File: src/rtl/msg_block_sequencer.sv
// Builds one padded SHA-256 block from byte memory; block_valid rises L+3 cycles after start (2 when L=0).
// Block and block_valid hold while block_ready is low; start is ignored until the sequencer is back in IDLE.
module msg_block_sequencer #(
  parameter int MSG_LENGTH = 55,
  parameter int ADDR_W     = $clog2(MSG_LENGTH),
  parameter int LEN_W      = $clog2(MSG_LENGTH + 1)
) (
  input  logic              clock_i,
  input  logic              reset_i,
  input  logic              start_i,
  input  logic [LEN_W-1:0]  msg_len_i,
  output logic              mem_rd_en_o,
  output logic [ADDR_W-1:0] mem_addr_o,
  input  logic [7:0]        mem_data_i,
  output logic              block_valid_o,
  input  logic              block_ready_i,
  output logic [511:0]      block_o,
  output logic              busy_o,
  output logic              done_o,
  output logic              error_o
);

  typedef enum logic [2:0] {IDLE, READ, LAST, PAD, OFFER, DONE} state_e;

  state_e              state_q;
  logic [LEN_W-1:0]    len_q;
  logic [ADDR_W-1:0]   addr_q;
  logic                rd_en_q;
  logic                valid_q;
  logic                busy_q;
  logic                done_q;
  logic                error_q;
  logic [511:0]        block_q;

  logic [ADDR_W-1:0]   cap_idx;
  logic [8:0]          cap_base;
  logic [8:0]          pad_base;
  logic                last_addr;

  // Read data trails the address by one cycle, so READ stores the previous byte and LAST the final one.
  assign cap_idx   = (state_q == LAST) ? addr_q : addr_q - ADDR_W'(1);
  assign cap_base  = 9'd511 - (9'(cap_idx) << 3);
  assign pad_base  = 9'd511 - (9'(len_q) << 3);
  assign last_addr = (addr_q == ADDR_W'(len_q - LEN_W'(1)));

  always_ff @(posedge clock_i or posedge reset_i) begin
    if (reset_i) begin
      state_q <= IDLE;
      len_q   <= '0;
      addr_q  <= '0;
      rd_en_q <= 1'b0;
      valid_q <= 1'b0;
      busy_q  <= 1'b0;
      done_q  <= 1'b0;
      error_q <= 1'b0;
      block_q <= '0;
    end else begin
      done_q  <= 1'b0;
      error_q <= 1'b0;
      case (state_q)
        IDLE: begin
          if (start_i) begin
            if (msg_len_i > LEN_W'(MSG_LENGTH)) begin
              error_q <= 1'b1;
            end else begin
              len_q   <= msg_len_i;
              block_q <= '0;
              addr_q  <= '0;
              busy_q  <= 1'b1;
              if (msg_len_i == '0) begin
                state_q <= PAD;
              end else begin
                rd_en_q <= 1'b1;
                state_q <= READ;
              end
            end
          end
        end
        READ: begin
          if (addr_q != '0) block_q[cap_base -: 8] <= mem_data_i;
          if (last_addr) begin
            rd_en_q <= 1'b0;
            state_q <= LAST;
          end else begin
            addr_q <= addr_q + ADDR_W'(1);
          end
        end
        LAST: begin
          block_q[cap_base -: 8] <= mem_data_i;
          state_q <= PAD;
        end
        PAD: begin
          // The 0x80 byte sits at most at byte 55, clear of the 64-bit length field.
          block_q[pad_base -: 8] <= 8'h80;
          block_q[63:0]          <= 64'(len_q) << 3;
          valid_q                <= 1'b1;
          state_q                <= OFFER;
        end
        OFFER: begin
          if (block_ready_i) begin
            valid_q <= 1'b0;
            done_q  <= 1'b1;
            state_q <= DONE;
          end
        end
        DONE: begin
          busy_q  <= 1'b0;
          state_q <= IDLE;
        end
        default: state_q <= IDLE;
      endcase
    end
  end

  assign mem_rd_en_o   = rd_en_q;
  assign mem_addr_o    = addr_q;
  assign block_valid_o = valid_q;
  assign block_o       = block_q;
  assign busy_o        = busy_q;
  assign done_o        = done_q;
  assign error_o       = error_q;

endmodule

File: config.mk
export PLATFORM = sky130hd
export DESIGN_NAME = msg_block_sequencer
export DESIGN_NICKNAME = d
export VERILOG_FILES = /design/src/rtl/msg_block_sequencer.sv
export SDC_FILE = /design/constraint.sdc
export NUM_CORES = 1
export LEC_CHECK = 0
export CAP_MARGIN = 20
export CORE_ASPECT_RATIO = 1.75
export CORE_MARGIN = 8
export CORE_UTILIZATION = 54
export DETAILED_ROUTE_END_ITERATION = 7
export GPL_ROUTABILITY_DRIVEN = 0
export PLACE_DENSITY = 0.95
export SYNTH_ARGS = -nofsm -noshare
export SYNTH_HDL_FRONTEND = slang
export SYNTH_SLANG_ARGS = --single-unit
File: constraint.sdc
create_clock -name clock_i -period 49.9 [get_ports clock_i]
set_input_delay 7.485 -clock clock_i [delete_from_list [all_inputs] [get_ports clock_i]]
set_output_delay 7.485 -clock clock_i [all_outputs]
set_load 0.05 [all_outputs]
-- Word-level counts from Yosys, hierarchy flattened
Cells that the tools add are included.
- equality and inequality tests: 13
- multiply operators: 0
- divide/modulo/power cells: 0
- mux-type cells: 32
- $lt $le $gt $ge: 1
- bitwise logic cells: 1
- reduce and logical (&&, ||, !) cells: 14
- add/subtract/negate cells: 7
- shifts and indexed selects: 4
- operator list (cell ; count):
    512-bit case mux with 4 select lines ; 1
    512-bit 2-to-1 mux ; 3
    8-bit by 11-bit variable shift with 519-bit output, first input constant ; 2
    512-bit bitwise mux ; 2
    8-bit by 11-bit indexed part select with 519-bit output ; 1
    8-bit by 11-bit indexed part select with 519-bit output, first input constant ; 1
    6-bit 2-to-1 mux ; 4
    9-bit negator with 11-bit output ; 2
    9-bit subtractor, first input constant ; 2
    3-bit case mux with 5 select lines ; 1
    2-bit != test, second input constant ; 7
    1-bit 2-to-1 mux ; 12
    3-bit 2-to-1 mux ; 4
    6-bit case mux with 2 select lines ; 1
    4-bit AND reduction ; 3
    6-bit by 1-bit subtractor with 6-bit output, second input constant ; 2
    6-bit by 1-bit adder with 6-bit output, second input constant ; 1
    3-bit by 2-bit == test with 1-bit output, second input constant ; 2
    3-bit == test, second input constant ; 2
    6-bit == test ; 1
    6-bit > comparator, second input constant ; 1
    6-bit logical NOT ; 1
    1-bit case mux with 2 select lines ; 3
    3-bit AND reduction ; 2
    other kinds (9) ; 11
- bits of input ports: 18
- logic and storage cells: 81
- output and inout bits: 523
- latch bits: 0
- memory bits (writable): 0
- memories: 0
- flip-flop bits (word level): 532
- bits in read-only memories: 0

-- Depth between registers and ports, before layout
- depth after elaboration: 8
- mapped depth: 11
- depth with buffers taken out: 9

-- Worst setup path before layout
No wires, ideal clock.
- kind: input-to-reg
- from: input port start_i
- to: register block_q[176], in the netlist block_o[176]
- arrival: 9.027 ns
- setup slack: 40.732 ns
- buffers on the path: 2
- stages on the path: 8
- data required time: 49.760 ns
- library setup time: 0.140 ns
- cell sequence: nor2b_1 > a21oi_1 > a21oi_1 > clkbuf_1 > clkbuf_1 > o21ai_0 > a21o_1 > o2bb2ai_1
- cells in the longest elaborated chain, start to end: 2
- RTL lines (element ; RTL line ; RTL):
    start, declared ; 10 ; input logic start_i,
    2-bit != test (no line) ; -- ;
    4-bit AND reduction (no line) ; -- ;
    end signal, assigned by index ; 80 ; if (addr_q != '0) block_q[cap_base -: 8] <= mem_data_i;
    end signal, assigned by index ; 89 ; block_q[cap_base -: 8] <= mem_data_i;
    end, declared ; 33 ; logic [511:0] block_q;
No other way between the ends.
A chain may end at the register's enable or synchronous reset.

-- Final worst setup path
- from: input port start_i
- to: register block_q[136], in the netlist block_o[136]
The elaborated chain is that of the path after synthesis.

==> results.md <==
- Status: finished, final reports clean
- Cts repair resizes: 0
- I/O pin count: 541
- Largest family of logic cells by synthesized area: compound AO/OA/AOI/OAI gates
- Final Max Tran Viols: 0
- Final HPWL DP: slightly below 70,000 um
- # setup viols final: 0
- WS Path Type: primary input to register
- Switch Pwr: 0.001137 W
- RR Startpoint: state_q[1]
- Number of global-route vias before repair: 21,596
- First-pass GRT wire length: 141,200 um
- Clock sinks: approximately 530
- Pwr/cell area: 72.21 nW/um^2
- Compound-cell area share of the yosys netlist: 0.2534
- Hold_buf cts: 0
- Drt total wl: 96,670 um
- # DRC: 0
- RSZ-0062 raised after global routing: no
- Worst hold margin: 494.1 ps
- Mapped Cells: 1,922
- Share of layout cells above drive strength 1: 0.07490
- Row cnt: 99
- Port Buffers: 540
- Hold Crit Depth: 1
- Max_slew headroom: 0.1675
- Chip width: ~170 um
- Largest net degree at the start of global routing: 160
- Final worst-path cycle share: 0.2070
- Post-layout net count: about 2,400
- P_leak: 13.18 nW
- Commonest non-fill, non-tap cell in the layout: clkdlybuf4s50_1
- Worst-path fanout max: between 60 and 70
- Worst-Skew Late Latency: 590 ps
- HP Start: block_o[131]
- Clock Power Share: 0.184
- Initial drt markers: 2,902
- Post-synthesis average cell area: 11.76 um^2
- Fraction of registers with async set/reset: 1.000
- Worst-Margin Slew: between 1000 and 1500 ps
- Grt ovf: 0
- Sequential share of the synthesized area: 0.5888
- Req. time, crit path: 50,410 ps
- Gate power share: 0.545
- Max Clk Rate: roughly 0.097 GHz
- Max-cap violations: 0
- Min Tclk post-route: 10,330 ps
- Synth Area in Adders: 0.004980
- Switching part of the total: 0.5201
- P_int: 0.001049 W
- Post-synth EDFFs: 0
- Total CTS buffers: 47
- Via density: 7.003
- Vias: roughly 21,000
- Global Route Usage Sum: 0.3870
- Post-CTS setup buffer count: 0
- Final clock skew: 11.58 ps
- CTS max path bufs: 3
- H-tree depth: 2
- Final TNS setup: 0 ps
- Netlist cell types: 83
- Flop pwr share: 0.271
- R2R cell count: 6
- DIE HEIGHT: 286.7 um
- Mapped Nets: slightly below 2,000
- Most frequent cells in the layout: clkdlybuf4s50_1, dfrtp_1, o2bb2ai_1
- Synth Flop Type: dfrtp_1
- Reg2Reg Setup Slack: 45,520 ps
- Post-DRT Antenna Nets: 0
- Worst-path clk slew: 70 ps
- Max VDD drop: around 48 uV
- WHS Endpoint: block_o[131]
- Initial antenna violation count: 0
- Simple-Gate Fraction of Synth Area: 0.08954
- HP Class: register to register
- TritonCTS clock tree: yes
- Worst R2R End: block_o[508]
- Ant. Diodes: 0
- Setup crit end kind: register
- Initial cell density of the core: 0.5449
- Seq cells post-synth: 532
- Area of the mapped netlist: 22,610 um^2
- Number of synthesis warnings: 0
- Post-synthesis mux area share: 0.02866
- XOR/XNOR Fraction of Synth Area: 0.004261
- CP startpoint kind: primary input
- Area of the die: 48,930 um^2
- Total core area: between 40,000 and 50,000 um^2
- Worst Path Arrival: 10,840 ps
- Drt first pass iters: 8
- Area Overhead vs Synth: 33.88%
- Routed length per instance: around 32 um
- Final Hold Viols: 0
- Root buf cell: clkbuf_16
power groups by stage:
stage	Combinational (W)	Sequential, W	Clock [W]
after floorplan	0.000474	0.000835	0
after global placement	0.00111	0.000590	0
after detailed placement	0.00115	0.000592	0
after CTS	0.00115	0.000588	0.000403
after global routing	0.00123	0.000597	0.000417
final	0.00119	0.000592	0.000402
stage by stage:
step / util / power, W / worst slack (ps) / area, um^2 / cells
6_report: 0.7295 / 0.002186 / 39570 / 30270 / 2985
5_1_grt: 0.7295 / 0.002240 / 39490 / 30270 / 2985
4_1_cts: 0.7265 / 0.002144 / 38780 / 30150 / 2980
3_5_place_dp: 0.6858 / 0.001740 / 38180 / 28460 / 2894
3_3_place_gp: 0.6847 / 0.001703 / 38400 / 28410 / 2892
2_1_floorplan: - / 0.001309 / 27550 / 22610 / 1922
flip-flops by register name, indices dropped and copies added (netlist names):
name and count:
block_o 512, block_valid_o 1, busy_o 1, done_o 1, error_o 1, len_q 6
mem_addr_o 6, mem_rd_en_o 1, state_q 3
cell families after synthesis:
kind of cell / count (synthesis)
adder cells (fa/ha/maj): 9
AO/OA/AOI/OAI: 724
AND/OR/NAND/NOR: 406
buffers and inverters: 177
multiplexers: 63
XOR/XNOR: 11
flip-flops: 532
worst max-delay path by stage:
| stage | to | start | slack, ps |
|---|---|---|---|
| after floorplan | block_o[0] | reset_i | 27550 |
| after global placement | block_o[49] | reset_i | 38400 |
| after detailed placement | block_o[52] | reset_i | 38180 |
| after CTS | block_o[427] | reset_i | 38780 |
| after global routing | block_o[136] | start_i | 39490 |
| final | block_o[136] | start_i | 39570 |
synth_stat cells (all sizes together), types with 9 or more instances:
library cell / n / share of area
clkbuf: 123 / 0.020
a32o: 35 / 0.015
dfrtp: 532 / 0.59
mux2i: 62 / 0.028
a31oi: 9 / 0.0025
nor4: 9 / 0.0030
o221ai: 11 / 0.0043
o2bb2ai: 213 / 0.083
o21ai: 71 / 0.016
and2: 17 / 0.0047
ha: 9 / 0.0050
nand2: 80 / 0.014
o211ai: 21 / 0.0076
inv: 21 / 0.0035
buf: 33 / 0.0064
a211o: 18 / 0.0070
nand3: 57 / 0.014
a221o: 25 / 0.011
a21o: 15 / 0.0050
a22o: 142 / 0.055
nor2: 147 / 0.025
nor3: 24 / 0.0071
and3: 11 / 0.0030
nand4: 12 / 0.0033
o22ai: 17 / 0.0047
a21oi: 95 / 0.021
nor2b: 14 / 0.0039
worst max-delay path, stage by stage:
cell and delay (ps):
clkdlybuf4s50_1 460, nor2b_1 160, a21oi_1 210, a21oi_4 190, buf_4 610, nand3_2 930
nor2_1 500, a22o_1 220
area by class of cell:
cell class | count | area, um^2
Clock inverter | 24 | 314.1
Sequential cell | 532 | 13310
Clock buffer | 62 | 1375
Multi-Input combinational cell | 1213 | 8681
Fill cell | 2694 | 11230
Timing Repair Buffer | 578 | 5807
Tap cell | 555 | 694.4
Inverter | 21 | 86.33
per-layer routing:
metal	routed length (um)	global-route usage
met1	31670	0.4331
met4	8303	0.2851
met2	45990	0.6224
met5	0	0
met3	10700	0.1099
(Power assumes the default switching activity.)
